[src/rtl/wb_stage.sv]
// MEM/WB register + write-back mux driving the regfile port; optional retire counter via WB_RETIRE_CNT_EN.
// Latency: 1 cycle from input sample to WE/rw/Din; Din is combinational from the registered entry.
// Backpressure: stall holds the entry (WE may stay high), flush beats stall, halt freezes retirement until reset.
module wb_stage #(
    parameter int WB_DATA_W = 32,
    parameter int CNT_W     = 32
) (
    input  logic                 clk,
    input  logic                 rst_n,
    input  logic                 stall,
    input  logic                 flush,
    input  logic                 in_valid,
    input  logic                 in_regwrite,
    input  logic [4:0]           in_rw,
    input  logic [1:0]           in_wbsel,
    input  logic [2:0]           in_memfmt,
    input  logic [1:0]           in_addr_lo,
    input  logic [WB_DATA_W-1:0] in_alu,
    input  logic [WB_DATA_W-1:0] in_mem,
    input  logic [WB_DATA_W-1:0] in_pc,
    input  logic                 in_halt,
    output logic                 WE,
    output logic [4:0]           rw,
    output logic [WB_DATA_W-1:0] Din,
    output logic                 halted,
    output logic                 misalign,
    output logic [CNT_W-1:0]     retire_cnt
);

    localparam logic [1:0] WBSEL_LOAD = 2'b01;
    localparam logic [1:0] WBSEL_LINK = 2'b10;

    localparam logic [2:0] FMT_LB  = 3'b001;
    localparam logic [2:0] FMT_LBU = 3'b010;
    localparam logic [2:0] FMT_LH  = 3'b011;
    localparam logic [2:0] FMT_LHU = 3'b100;

    typedef struct packed {
        logic                 valid;
        logic                 regwrite;
        logic [4:0]           rw;
        logic [1:0]           wbsel;
        logic [2:0]           memfmt;
        logic [1:0]           addr_lo;
        logic [WB_DATA_W-1:0] alu;
        logic [WB_DATA_W-1:0] mem;
        logic [WB_DATA_W-1:0] pc;
    } entry_t;

    entry_t entry_q, entry_d;
    logic   halted_q, halted_d;
    logic   load_en;

    assign load_en = !flush && !stall && !halted_q;

    always_comb begin
        entry_d  = entry_q;
        halted_d = halted_q;
        if (flush) begin
            entry_d.valid = 1'b0;
        end else if (stall) begin
            entry_d = entry_q;
        end else if (halted_q) begin
            entry_d.valid = 1'b0;
        end else begin
            entry_d.valid    = in_valid;
            entry_d.regwrite = in_regwrite;
            entry_d.rw       = in_rw;
            entry_d.wbsel    = in_wbsel;
            entry_d.memfmt   = in_memfmt;
            entry_d.addr_lo  = in_addr_lo;
            entry_d.alu      = in_alu;
            entry_d.mem      = in_mem;
            entry_d.pc       = in_pc;
            // the halt entry itself still retires; only later loads become bubbles
            halted_d         = in_valid && in_halt;
        end
    end

    always_ff @(posedge clk or negedge rst_n) begin
        if (!rst_n) begin
            entry_q  <= '0;
            halted_q <= 1'b0;
        end else begin
            entry_q  <= entry_d;
            halted_q <= halted_d;
        end
    end

`ifdef WB_RETIRE_CNT_EN
    logic [CNT_W-1:0] cnt_q, cnt_d;

    always_comb begin
        cnt_d = cnt_q;
        if (load_en && in_valid) begin
            cnt_d = cnt_q + {{(CNT_W-1){1'b0}}, 1'b1};
        end
    end

    always_ff @(posedge clk or negedge rst_n) begin
        if (!rst_n) begin
            cnt_q <= '0;
        end else begin
            cnt_q <= cnt_d;
        end
    end

    assign retire_cnt = cnt_q;
`else
    logic unused_load_en;
    assign unused_load_en = load_en;
    assign retire_cnt     = '0;
`endif

    logic [7:0]           ld_byte;
    logic [15:0]          ld_half;
    logic [WB_DATA_W-1:0] ld_dat;
    logic                 fmt_half;
    logic                 fmt_word;

    always_comb begin
        ld_byte = 8'h00;
        unique case (entry_q.addr_lo)
            2'd0:    ld_byte = entry_q.mem[7:0];
            2'd1:    ld_byte = entry_q.mem[15:8];
            2'd2:    ld_byte = entry_q.mem[23:16];
            default: ld_byte = entry_q.mem[31:24];
        endcase
        ld_half = entry_q.addr_lo[1] ? entry_q.mem[31:16] : entry_q.mem[15:0];

        fmt_half = (entry_q.memfmt == FMT_LH) || (entry_q.memfmt == FMT_LHU);
        fmt_word = !fmt_half && (entry_q.memfmt != FMT_LB) && (entry_q.memfmt != FMT_LBU);

        case (entry_q.memfmt)
            FMT_LB:  ld_dat = {{(WB_DATA_W-8){ld_byte[7]}}, ld_byte};
            FMT_LBU: ld_dat = {{(WB_DATA_W-8){1'b0}}, ld_byte};
            FMT_LH:  ld_dat = {{(WB_DATA_W-16){ld_half[15]}}, ld_half};
            FMT_LHU: ld_dat = {{(WB_DATA_W-16){1'b0}}, ld_half};
            default: ld_dat = entry_q.mem;
        endcase
    end

    always_comb begin
        misalign = entry_q.valid && (entry_q.wbsel == WBSEL_LOAD) &&
                   ((fmt_half && entry_q.addr_lo[0]) ||
                    (fmt_word && (entry_q.addr_lo != 2'b00)));

        case (entry_q.wbsel)
            WBSEL_LOAD: Din = ld_dat;
            WBSEL_LINK: Din = entry_q.pc + WB_DATA_W'(8);
            default:    Din = entry_q.alu;
        endcase

        WE = entry_q.valid && entry_q.regwrite && (entry_q.rw != 5'd0) && !misalign;
    end

    assign rw     = entry_q.rw;
    assign halted = halted_q;

endmodule

[config.mk]
export PLATFORM = sky130hd
export DESIGN_NAME = wb_stage
export DESIGN_NICKNAME = d
export VERILOG_FILES = /design/src/rtl/wb_stage.sv
export SDC_FILE = /design/constraint.sdc
export NUM_CORES = 1
export LEC_CHECK = 0
export ABC_AREA = 1
export CAP_MARGIN = 20
export CORE_ASPECT_RATIO = 1.2
export CORE_UTILIZATION = 30
export DETAILED_ROUTE_END_ITERATION = 10
export SLEW_MARGIN = 20
export SYNTH_ARGS = -nofsm -noshare
export SYNTH_HDL_FRONTEND = slang
export SYNTH_SLANG_ARGS = --single-unit
[constraint.sdc]
create_clock -name clk -period 2 [get_ports clk]
set_clock_uncertainty 0.1 [all_clocks]
set_input_delay 0.3 -clock clk [delete_from_list [all_inputs] [get_ports clk]]
set_output_delay 0.3 -clock clk [all_outputs]
set_load 0.02 [all_outputs]
==> After elaboration in Yosys (flattened, before gate mapping) <==
Index checks and enable logic that the tools add are counted.
{ "op_classes": {"addsub": 1, "multipliers": 0, "n_div": 0, "magnitude_cmp": 0, "n_eq_ne": 11, "shifts": 0, "n_mux": 9, "n_bitwise": 3, "n_reduce_logical": 19} }
{ "ops": {"columns": ["cell", "count"], "rows": [
  ["$pmux 32 s4", 1],
  ["$mux 110", 1],
  ["$mux 109", 1],
  ["$pmux 32 s2", 1],
  ["$add 32x4->32 const B", 1],
  ["$pmux 8 s3", 1],
  ["$mux 16", 1],
  ["$logic_and 1x1->1", 10],
  ["$eq 3x2->1 const B", 2],
  ["$reduce_bool 5->1", 1],
  ["$eq 2x1->1 const B", 2],
  ["$eq 2x2->1 const B", 2],
  ["$eq 3x1->1 const B", 1],
  ["$eq 3x3->1 const B", 1],
  ["$mux 1", 3],
  ["$ne 3x1->1 const B", 1],
  ["$ne 3x2->1 const B", 1],
  ["$not 1->1", 3],
  ["$reduce_and 3->1", 1],
  ["$logic_not 1->1", 2],
  ["$logic_not 2->1", 1],
  ["$logic_or 1x1->1", 2],
  ["$ne 2x1->1 const B", 1],
  ["$reduce_and 2->1", 1],
  ["$reduce_bool 2->1", 1]
]} }
{ "word_totals": {"register_bits": 111, "latchBits": 0, "ramBits": 0, "rom_bits": 0, "out_inout_bits": 72, "word_cells": 53, "mem_count": 0} }

==> Longest topological paths before layout <==
{ "depth": {"word_depth": 10, "depth_mapped": 12, "ltp_nobuf": 11} }

==> Worst setup path before layout <==
OpenSTA, ideal clock, no wires.
{ "synth_timing": {"path_type": "reg-to-output", "start": "reg entry_q[3] (netlist bit)", "end": "out Din[11]", "t_arrival_ps": 1676, "required_ps": 1600, "path_slack_ps": -76, "path_stages_with_launch": 10, "cell_sequence": "dfrtp_1 ha_1 nand2_1 nor2_1 nand2_1 inv_1 nor2_1 nor3_1 nor2_1 a21oi_1"} }
{ "synth_via": {"elab_chain_cells": 2} }
{ "synth_rtl": {"columns": ["item", "line_no", "rtl"], "rows": [
  ["from (decl)", "50", "entry_t entry_q, entry_d;"],
  ["from (signal assigned)", "85", "entry_q <= entry_d;"],
  ["$add 32x4->32", "150", "WBSEL_LINK: Din = entry_q.pc + WB_DATA_W'(8);"],
  ["$pmux 32 s2", "148", "case (entry_q.wbsel)"],
  ["to (decl)", "24", "output logic [WB_DATA_W-1:0] Din,"]
]} }
No other way between the ends.

==> Final worst setup path <==
{ "layout_timing": {"start": "reg entry_q[98] (netlist bit)", "end": "out Din[25]"} }
{ "layout_via": {"elab_chain_cells": 3, "word_cells_on_any_way": 6, "classes_between": "4 x eq/ne; 2 x mux"} }
{ "layout_rtl": {"columns": ["item", "line_no", "rtl"], "rows": [
  ["$eq 3x3->1, or another cell as far along", "134", "case (entry_q.memfmt)"],
  ["$pmux 32 s4 *", "134", null],
  ["$pmux 32 s2 *", "148", null]
]} }
Mark *: on every way between the ends. The rest lies on a longest branch, timed or not.

==> results.toml <==
[timing]
min_period_over_period = 1.22
slew_viol_final = 0
hold_violations = 0
setup_viol = 34
setup_tns_ns = -13.41
max_freq_ghz = 0.409
fin_ws_ns = -0.445
rsz0062_at_grt = "yes"
fin_crit_ns = 2.45

[grt]
antenna_found_initial = 1
grt_max_degree = 77
grt_usage = 0.232
grt_pass1_vias = 7568
globalRouteOverflowTotal = 0
grt_pass1_wl_mm = 41.0

[place]
gp_congestion = 0.962
placed_cell_area_um2 = 9510
portBuffers = 154
pre_cts_ws_ns = -0.663
dp_cells = 1554
hpwl_mm = 19.9

[logic_synthesis]
synth_ff_type = "dfrtp_1"
ys_types = 36
synth-seq-area-share = 0.406
syn_avg_cell_area_um2 = 6.57
synth_seq_cells = 111
syn_inst = 1042
synthesis.area_um2 = 6850
yosysWarnings = 0
synth_edf_count = 0
ys_async_sr_fraction = 1.00

[final_layout]
drive_gt1_frac = 0.306
syn_to_final_growth_pct = 59.1
antenna_cells = 0
finalNonFillerCells = 1591
nNetsFinal = 1425
final_area_um2 = 10900

[setup_path]
crit_family = "simple AND/OR/NAND/NOR gates"
critPathArrivalTime_ns = 2.05
reg2reg_to = "entry_q[3]"
r2r_slack_ns = 0.58
criticalPathCategory = "flip-flop to output pin"
path_depth = 11
critPathMaxFanout = 8
startpoint = "entry_q[98]"
end_kind = "output pin"
rr_startpoint = "halted"
rr_worst_depth = 6
startpoint_type = "flip-flop"
crit_slowest_cell = "dfrtp_2"
path_cells = "nor2_4 > o21ai_4 > buf_6 > nand2_8 > nand3_4 > buf_8 > nand3_2 > nand2_2 > nand2_4 > nand2_2 > buf_6"
required_ns = 1.60
critPathCapture = "Din[25]"
path_buf_inv = 3
critical_path.max_stage_delay_ns = 0.45

[floorplanning]
die_x_um = 140
dieArea_um2 = 23400
ios = 187
core_um2 = 22400
num_rows = 60
start_util = 0.305
die_y_um = 168

[clocking]
cts_sinks = 111
cts.clk_slew.worst_paths_ns = 0.10
cts_root_buf = "clkbuf_16"
clock_path_buffers = 2
htree_levels = 3
clk_latency_ns = 0.36
cts_tree = "built"
numCtsBuffers = 9

[pwr]
clkPwrFrac = 0.424
p_leak_nw = 5.26
swShare = 0.254
power_frac_seq = 0.502
comb_power_share = 0.075
p_sw_mw = 1.14
finalPower_mw = 4.47
p_per_area_nw_per_um2 = 410
p_int_mw = 3.33
ir_drop_v = 0.000368

[worst_hold_path]
min_path_cells = 3
hold_class = "input pin to flip-flop"

[status]
violations = "negative setup slack"
status = "complete, but fails checks"

[detailed_routing]
vias = 7574
wl_per_cell_um = 16.8
post_drt_via_cell_ratio = 4.76
remaining_drc_errors = 0
drt-pass1-iter-count = 5
ant_nets = 0
drt_wl_total_mm = 26.7
first_iter_violations = 456

[run]
cap_violations = 0
[state kept, by name (all words and copies together) (netlist names)]
signal and count:
entry_q 105, halted 1, rw 5
[power by group through the flow]
stage	Sequential (mW)	Clock, mW	Combinational (mW)
CTS	2.24	1.93	0.340
finish	2.24	1.89	0.333
global route	2.24	2.00	0.364
detailed placement	2.29	0	0.336
global placement	2.29	0	0.336
floorplan	2.29	0	0.101
[logic make-up after synthesis]
kind of cell             synth area share
AO/OA/AOI/OAI                      0.0985
adder cells (fa/ha/maj)           0.00548
buffers and inverters               0.107
flip-flops                          0.406
other                            0.000548
AND/OR/NAND/NOR                     0.383
[how the worst min path moves through the flow]
stage          startpoint     endpoint  slack (ns)
3_3_place_gp        rst_n  entry_q[19]        0.27
2_1_floorplan       rst_n   entry_q[0]        -0.1
6_report        in_pc[15]  entry_q[15]        0.35
5_1_grt          in_pc[0]   entry_q[0]        0.36
4_1_cts        in_alu[21]  entry_q[85]        0.35
3_5_place_dp        rst_n  entry_q[19]        0.27
[per-stage QoR]
step                      utilization  hold slack (ns)
after global routing            0.485            0.364
final                           0.485            0.348
after detailed placement        0.423            0.269
after CTS                       0.459            0.346
after global placement          0.423            0.273
after floorplan                     -          -0.0956
[per-layer routing]
layer / routed length (um) / GRT usage / part of all wire
met2: 12900 / 0.393 / 0.48
met5: 11 / 0 / 0.00041
met3: 1320 / 0.0346 / 0.049
met1: 11100 / 0.282 / 0.42
met4: 1310 / 0.127 / 0.049
[worst register-to-register path, delay by kind of cell (launching register included)]
| kind | cells | cell delay, ns |
|---|---|---|
| simple gates | 2 | 0.23 |
| buf+inv | 3 | 0.44 |
| compound gates | 1 | 0.15 |
| flops | 1 | 0.40 |
[area by class of cell]
type / instances / area, um2
Fill cell: 2254 / 11500
Sequential cell: 111 / 2790
Timing Repair Buffer: 301 / 2930
Multi-Input combinational cell: 818 / 4260
Tap cell: 279 / 349
Inverter: 66 / 264
Clock buffer: 9 / 225
Clock inverter: 7 / 72.6
[cells in the final DEF, fill, tap and decap left out, types with 4 or more instances in the layout]
master,synthesis,final
inv_2,5,5
nand2_2,1,67
o21ai_1,1,19
clkbuf_16,0,9
inv_1,59,56
buf_6,2,41
nand2_1,482,407
buf_4,39,121
nor2_4,1,14
a21oi_2,0,15
o21ai_2,1,8
buf_8,0,4
o21ai_0,80,53
conb_1,1,32
clkdlybuf4s50_1,0,119
buf_12,0,15
dfrtp_2,0,13
nand3_2,2,15
dfrtp_1,111,98
nor2_2,2,17
a21oi_1,38,20
nand3_4,0,11
nand2_4,2,11
nor2_1,86,58
nand4_1,4,4
or2_4,0,4
nand3_1,59,35
[timing repair]
item,CTS,global route
cloned,2,0
gates resized for setup,307,160
pin swaps,38,64
hold buffers,1,0
setup buffers,10,12
setup endpoints to repair,34,34
hold endpoints to repair,111,0
[cells in the mapped netlist (5+ instances only)]
cell type / instances / area share
nand2_1: 482 / 0.26
dfrtp_1: 111 / 0.41
nor2_1: 86 / 0.047
o21ai_0: 80 / 0.058
inv_1: 59 / 0.032
nand3_1: 59 / 0.043
buf_4: 39 / 0.043
a21oi_1: 38 / 0.028
clkbuf_1: 22 / 0.012
buf_2: 17 / 0.012
inv_2: 5 / 0.0027
or2_2: 5 / 0.0046
Power figures use the tool's default switching activity.
